--- src/rtl/mips_ex_lsu_ctrl_pkg.sv ---
// Shared encodings for the EX-stage load/store sequencer: FSM states and
// access-size codes as produced by the AGU decode.
package mips_ex_lsu_ctrl_pkg;

  typedef enum logic [1:0] {
    MIPS_LSU_ST_IDLE  = 2'd0,
    MIPS_LSU_ST_REQ   = 2'd1,
    MIPS_LSU_ST_RESP  = 2'd2,
    MIPS_LSU_ST_DRAIN = 2'd3
  } lsu_state_e;

  localparam logic [1:0] MIPS_LSU_SIZE_B = 2'b00;
  localparam logic [1:0] MIPS_LSU_SIZE_H = 2'b01;
  localparam logic [1:0] MIPS_LSU_SIZE_W = 2'b10;

endpackage

--- src/rtl/mips_lsu_align.sv ---
// Combinational lane logic: alignment check, byte enables and write-lane
// replication on the request side; load extraction and extension on the response side.
module mips_lsu_align
  import mips_ex_lsu_ctrl_pkg::*;
(
  input  logic [1:0]  req_off_i,
  input  logic [1:0]  req_size_i,
  input  logic [31:0] req_wdat_i,
  output logic        misalign_o,
  output logic [3:0]  be_o,
  output logic [31:0] wdat_o,
  input  logic [1:0]  rsp_off_i,
  input  logic [1:0]  rsp_size_i,
  input  logic        rsp_usign_i,
  input  logic [31:0] rsp_rdat_i,
  output logic [31:0] rsp_data_o
);

  logic [31:0] shifted;

  // NOTE: every output gets a default before the case so no path leaves it
  // unassigned, which would otherwise infer a latch.
  always_comb begin
    misalign_o = 1'b0;
    be_o       = 4'b1111;
    wdat_o     = req_wdat_i;
    unique case (req_size_i)
      MIPS_LSU_SIZE_B: begin
        be_o   = 4'b0001 << req_off_i;
        wdat_o = {4{req_wdat_i[7:0]}};
      end
      MIPS_LSU_SIZE_H: begin
        misalign_o = req_off_i[0];
        be_o       = 4'b0011 << {req_off_i[1], 1'b0};
        wdat_o     = {2{req_wdat_i[15:0]}};
      end
      MIPS_LSU_SIZE_W: misalign_o = |req_off_i;
      default:         misalign_o = 1'b1;
    endcase
  end

  assign shifted = rsp_rdat_i >> {rsp_off_i, 3'b000};

  always_comb begin
    rsp_data_o = shifted;
    unique case (rsp_size_i)
      MIPS_LSU_SIZE_B:
        rsp_data_o = rsp_usign_i ? {24'd0, shifted[7:0]}
                                 : {{24{shifted[7]}}, shifted[7:0]};
      MIPS_LSU_SIZE_H:
        rsp_data_o = rsp_usign_i ? {16'd0, shifted[15:0]}
                                 : {{16{shifted[15]}}, shifted[15:0]};
      default: rsp_data_o = shifted;
    endcase
  end

endmodule

--- src/rtl/mips_ex_lsu_ctrl.sv ---
// EX-stage load/store sequencer: one transaction at a time over a req/gnt/rvalid
// data bus, with pipeline stall, alignment exceptions and flush of in-flight ops.
module mips_ex_lsu_ctrl
  import mips_ex_lsu_ctrl_pkg::*;
#(
  parameter int DATA_WIDTH = 32,
  parameter int RD_WIDTH   = 5
) (
  input  logic                  clk,
  input  logic                  rst_n,
  input  logic                  lsu_valid,
  input  logic                  lsu_read,
  input  logic                  lsu_write,
  input  logic [DATA_WIDTH-1:0] lsu_addr,
  input  logic [DATA_WIDTH-1:0] lsu_wdat,
  input  logic [1:0]            lsu_size,
  input  logic                  lsu_usign,
  input  logic [RD_WIDTH-1:0]   lsu_rd,
  input  logic                  lsu_flush,
  output logic                  lsu_stall,
  output logic                  lsu_done,
  output logic [DATA_WIDTH-1:0] lsu_rdat,
  output logic [RD_WIDTH-1:0]   lsu_rd_o,
  output logic                  lsu_wen,
  output logic                  lsu_misalign,
  output logic [DATA_WIDTH-1:0] lsu_badaddr,
  output logic                  dmem_req,
  output logic                  dmem_we,
  output logic [DATA_WIDTH-1:0] dmem_addr,
  output logic [3:0]            dmem_be,
  output logic [DATA_WIDTH-1:0] dmem_wdat,
  input  logic                  dmem_gnt,
  input  logic                  dmem_rvalid,
  input  logic [DATA_WIDTH-1:0] dmem_rdat
);

  lsu_state_e state_q, state_d;

  logic                  start, misalign, start_aligned;
  logic [3:0]            be;
  logic [DATA_WIDTH-1:0] wdat_lane, rdat_ext;
  logic                  req_d, done_d, wen_d, misalign_d, capture, rdat_cap;

  logic                  req_q, we_q, done_q, wen_q, misalign_q, usign_q;
  logic [DATA_WIDTH-1:0] addr_q, wdat_q, rdat_q, badaddr_q;
  logic [3:0]            be_q;
  logic [1:0]            off_q, size_q;
  logic [RD_WIDTH-1:0]   rd_q, rd_o_q;

  mips_lsu_align u_align (
    .req_off_i   (lsu_addr[1:0]),
    .req_size_i  (lsu_size),
    .req_wdat_i  (lsu_wdat),
    .misalign_o  (misalign),
    .be_o        (be),
    .wdat_o      (wdat_lane),
    .rsp_off_i   (off_q),
    .rsp_size_i  (size_q),
    .rsp_usign_i (usign_q),
    .rsp_rdat_i  (dmem_rdat),
    .rsp_data_o  (rdat_ext)
  );

  assign start         = (state_q == MIPS_LSU_ST_IDLE) & lsu_valid
                         & (lsu_read | lsu_write) & ~lsu_flush;
  assign start_aligned = start & ~misalign;

  always_comb begin
    state_d    = state_q;
    req_d      = 1'b0;
    done_d     = 1'b0;
    wen_d      = 1'b0;
    misalign_d = 1'b0;
    capture    = 1'b0;
    rdat_cap   = 1'b0;
    unique case (state_q)
      MIPS_LSU_ST_IDLE: begin
        if (start && misalign) begin
          misalign_d = 1'b1;
        end else if (start) begin
          capture = 1'b1;
          req_d   = 1'b1;
          state_d = MIPS_LSU_ST_REQ;
        end
      end
      MIPS_LSU_ST_REQ: begin
        // A granted transfer is committed even under flush; only its result is dropped.
        if (dmem_gnt) begin
          if (we_q) begin
            state_d = MIPS_LSU_ST_IDLE;
            done_d  = ~lsu_flush;
          end else begin
            state_d = lsu_flush ? MIPS_LSU_ST_DRAIN : MIPS_LSU_ST_RESP;
          end
        end else if (lsu_flush) begin
          state_d = MIPS_LSU_ST_IDLE;
        end else begin
          req_d = 1'b1;
        end
      end
      MIPS_LSU_ST_RESP: begin
        if (dmem_rvalid) begin
          state_d = MIPS_LSU_ST_IDLE;
          if (!lsu_flush) begin
            done_d   = 1'b1;
            wen_d    = 1'b1;
            rdat_cap = 1'b1;
          end
        end else if (lsu_flush) begin
          state_d = MIPS_LSU_ST_DRAIN;
        end
      end
      MIPS_LSU_ST_DRAIN: begin
        if (dmem_rvalid) state_d = MIPS_LSU_ST_IDLE;
      end
      default: state_d = MIPS_LSU_ST_IDLE;
    endcase
  end

  // NOTE: state is updated with non-blocking assignments so every register
  // samples the pre-edge values regardless of statement order.
  always_ff @(posedge clk or negedge rst_n) begin
    if (!rst_n) begin
      state_q    <= MIPS_LSU_ST_IDLE;
      req_q      <= 1'b0;
      we_q       <= 1'b0;
      done_q     <= 1'b0;
      wen_q      <= 1'b0;
      misalign_q <= 1'b0;
      usign_q    <= 1'b0;
      addr_q     <= '0;
      wdat_q     <= '0;
      rdat_q     <= '0;
      badaddr_q  <= '0;
      be_q       <= '0;
      off_q      <= '0;
      size_q     <= '0;
      rd_q       <= '0;
      rd_o_q     <= '0;
    end else begin
      state_q    <= state_d;
      req_q      <= req_d;
      done_q     <= done_d;
      wen_q      <= wen_d;
      misalign_q <= misalign_d;
      if (misalign_d) badaddr_q <= lsu_addr;
      if (capture) begin
        we_q    <= lsu_write;
        addr_q  <= {lsu_addr[DATA_WIDTH-1:2], 2'b00};
        be_q    <= be;
        wdat_q  <= wdat_lane;
        off_q   <= lsu_addr[1:0];
        size_q  <= lsu_size;
        usign_q <= lsu_usign;
        rd_q    <= lsu_rd;
      end
      if (rdat_cap) begin
        rdat_q <= rdat_ext;
        rd_o_q <= rd_q;
      end
    end
  end

  assign lsu_stall    = start_aligned | (state_q != MIPS_LSU_ST_IDLE);
  assign lsu_done     = done_q;
  assign lsu_rdat     = rdat_q;
  assign lsu_rd_o     = rd_o_q;
  assign lsu_wen      = wen_q;
  assign lsu_misalign = misalign_q;
  assign lsu_badaddr  = badaddr_q;
  assign dmem_req     = req_q;
  assign dmem_we      = we_q;
  assign dmem_addr    = addr_q;
  assign dmem_be      = be_q;
  assign dmem_wdat    = wdat_q;

endmodule
--- config.mk ---
export PLATFORM = sky130hd
export DESIGN_NAME = mips_ex_lsu_ctrl
export DESIGN_NICKNAME = d
export VERILOG_FILES = /design/src/rtl/mips_ex_lsu_ctrl_pkg.sv /design/src/rtl/mips_lsu_align.sv /design/src/rtl/mips_ex_lsu_ctrl.sv
export SDC_FILE = /design/constraint.sdc
export NUM_CORES = 1
export LEC_CHECK = 0
export ABC_CLOCK_PERIOD_IN_PS = 6400
export CORE_MARGIN = 4
export CORE_UTILIZATION = 35
export CTS_CLUSTER_SIZE = 14
export DETAILED_ROUTE_END_ITERATION = 12
export PLACE_DENSITY = 0.65
export REMOVE_ABC_BUFFERS = 1
export SYNTH_ARGS = -nofsm -noshare
export SYNTH_HDL_FRONTEND = slang
export SYNTH_HIERARCHICAL = 1
export SYNTH_SLANG_ARGS = --single-unit
--- constraint.sdc ---
create_clock -name clk -period 6.4 [get_ports clk]
set_input_delay 1.28 -clock clk [delete_from_list [all_inputs] [get_ports clk]]
set_output_delay 1.28 -clock clk [all_outputs]
set_load 0.02 [all_outputs]
==> metrics.cfg <==
[critical_path]
cp_top_family=buffers and inverters
r2r_start=state_q[0]$_DFFE_PN0P_
endpoint_kind=output port
ff2ff_setup_slack_ns=3.89
crit_slowest_cell=or4_2
required_ns=5.12
cp_max_fo=13
worst_ep_arrival_time_ns=3.67
r2r_end=state_q[1]$_DFFE_PN0P_
cp_num_cells=7
cpPeakStageDelay_ns=0.69
cp_common_cell=clkdlybuf4s50_1
path_class=primary input to output port
cp_num_buf_inv=3
startpoint_type=primary input
cp_cell_sequence=clkdlybuf4s50_1 -> buf_4 -> nor2_1 -> a21oi_1 -> or4_2 -> nand2_1 -> clkdlybuf4s50_1
ff2ff_path_depth=7

[floorplan]
initial_utilization_pct=35.75
die_area_um2=22340
ios=255
die_h_um=149.5
coreArea_um2=19590
die_w_um=149.5
num_rows=51

[logic_synthesis]
synthCells=757
synth.most_common_cell=nand2_1
syn_area_um2=7004
synth_common_cells=nand2_1, dfrtp_1, mux2_2, mux2i_1, nor2_1
synth-edff-count=0
synth.area.top_cells=dfrtp_1, nand2_1, mux2_2, mux2i_1, a211oi_1
synth_async_sr_flop_share_pct=100.0
postSynthAreaPerCell_um2=9.253
yosys.area.top_type_share_pct=54.31
synth_top_cell_by_area=dfrtp_1
synth_seq_area_share_pct=54.31
synthDistinctLibCells=37
ys_ff_latch=152
yosys_warnings=6
synth_ff_type=dfrtp_1

[min_path]
hold_start=rd_q[3]$_DFFE_PN0P_
hold_path_class=register to register
hold_end=lsu_rd_o[3]$_DFFE_PN0P_
hold_depth=2

[timing]
max_freq_mhz=201.9
maxSlewHeadroom_pct=31.18
rsz0062_at_grt=no
setup_ws_ns=1.447
hold_slack_ns=0.4702
min_period_ns=4.953
hold_violations=0
maxSlewViolCount=0
final-setup-viol-count=0
setup_tns_ns=0
fin_worst_skew_ns=0.008090
min_period_over_period_pct=77.38
tightest_slew_ns=1.032

[cts]
insertion_delay_ns=0.42
clockBufferDepth=2
holdBufCountCts=0
cts_resized=0
numCtsBuffers=17
htree_levels=4
clkSinkCount=152
tritoncts=yes
clkTransAtPathRegs_ns=0.07
postCtsSetupBuffers=0
clock-root-buffer=clkbuf_16

[route]
drcViolationCount=0
drt_iter0_drc=234
vias=5920
drt_pre_antenna_iters=4
drt-total-wl_um=20690
via_per_inst=4.684
antenna_left=0
routedWlPerCell_um=16.37

[finish]
nNetsFinal=1102
seq_area_um2=3804
stdcell_count=1264
syn_to_final_growth_pct=46.37
multi_input_area_um2=2905
fillCellCount=1809
diodes=0
drive_above_1_share_pct=10.01
design_area_um2=10250

[run_status]
status=complete, no violations

[power_and_ir_drop]
p_leak_nw=4.824
cellPowerDensity_nw_per_um2=493.9
ir_drop_v=0.0002696

[placement]
portBuffers=252
pre_cts_ws_ns=1.451
dpl.hpwl_um=14050
placed_area_um2=9651
gp_congestion=0.7930
dp.cells=1232

[global_routing]
grt_usage_pct=18.61
grt_max_degree=100
antenna_found_initial=1
grt_pass1_vias=5965
grt_overflow_total=0
grt_pass1_wl_um=32600

[job]
drv_cap=0

report_power, final:
group	internal [mW]	total (mW)	switching, mW
Sequential	1.40	1.67	0.269
Combinational	1.11	2.37	1.26
Clock	0.560	1.02	0.462
Total	3.07	5.06	1.99
worst max path at each step:
stage / from / to / slack (ns)
after floorplan: lsu_size[0] / dmem_addr[10]$_DFFE_PN0P_ / 1.43
after global placement: lsu_size[0] / lsu_stall / 1.50
after detailed placement: lsu_size[0] / lsu_stall / 1.45
after CTS: lsu_size[0] / lsu_stall / 1.46
after global routing: lsu_size[0] / lsu_stall / 1.32
final: lsu_size[0] / lsu_stall / 1.45
tightest hold or removal path: cells and delay by family (launching register included):
kind | cells | cell delay, ns
flops | 1 | 0.35
simple gates | 2 | 0.10
cell type report:
| cell class | count | share of cell area [%] |
|---|---|---|
| clock buffer | 17 | 4.149 |
| timing repair buffer | 261 | 25.27 |
| inverter | 5 | 0.1831 |
| clock inverter | 15 | 1.721 |
| tap | 265 | 3.234 |
| sequential | 152 | 37.10 |
| multi-input combinational | 549 | 28.34 |
sequential cells by signal (all words and copies together), names as in the netlist:
| register | cells |
|---|---|
| lsu_wen | 1 |
| rd_q | 5 |
| dmem_req | 1 |
| usign_q | 1 |
| size_q | 2 |
| dmem_be | 4 |
| lsu_rdat | 32 |
| lsu_misalign | 1 |
| off_q | 2 |
| lsu_done | 1 |
| dmem_addr | 30 |
| state_q | 2 |
| dmem_we | 1 |
| lsu_badaddr | 32 |
| lsu_rd_o | 5 |
| dmem_wdat | 32 |
metal layers:
metal | share of wire, % | GRT usage [%] | vias to the layer above
met5 | 0.039 | 0 | -
met4 | 1.1 | 4.714 | 2
met3 | 12 | 8.783 | 20
met2 | 46 | 28.89 | 218
met1 | 42 | 23.58 | 2817
li1 | - | - | 2863
metrics by stage:
step | utilization, % | power [mW]
after global routing | 52.33 | 5.397
after CTS | 52.33 | 5.133
after detailed placement | 49.26 | 4.073
after global placement | 49.26 | 4.048
final | 52.33 | 5.064
after floorplan | - | 2.866
placed cells by master (no fill, tap or decap), types with 2 or more instances in the layout:
cell / count
buf_4: 9
mux2_2: 47
nor2b_1: 10
inv_1: 5
dfrtp_1: 152
a211oi_1: 14
a21oi_1: 10
o21bai_1: 2
ha_1: 4
inv_6: 4
clkbuf_16: 17
clkinv_8: 2
inv_8: 5
nand3b_1: 2
o21ai_2: 2
clkinvlp_4: 3
clkdlybuf4s50_1: 251
nor2_1: 23
mux2i_1: 27
a21o_1: 3
nand2_1: 369
conb_1: 2
nand2b_1: 4
o21ai_0: 15
cell families after synthesis:
logic type      share of synthesized area (%)
buf+inv                                 4.412
mux                                     11.90
flops                                   54.31
fa+ha+maj                              0.7146
compound gates                          5.127
other cells                           0.05354
simple gates                            23.49
Power figures use the tool's default switching activity.
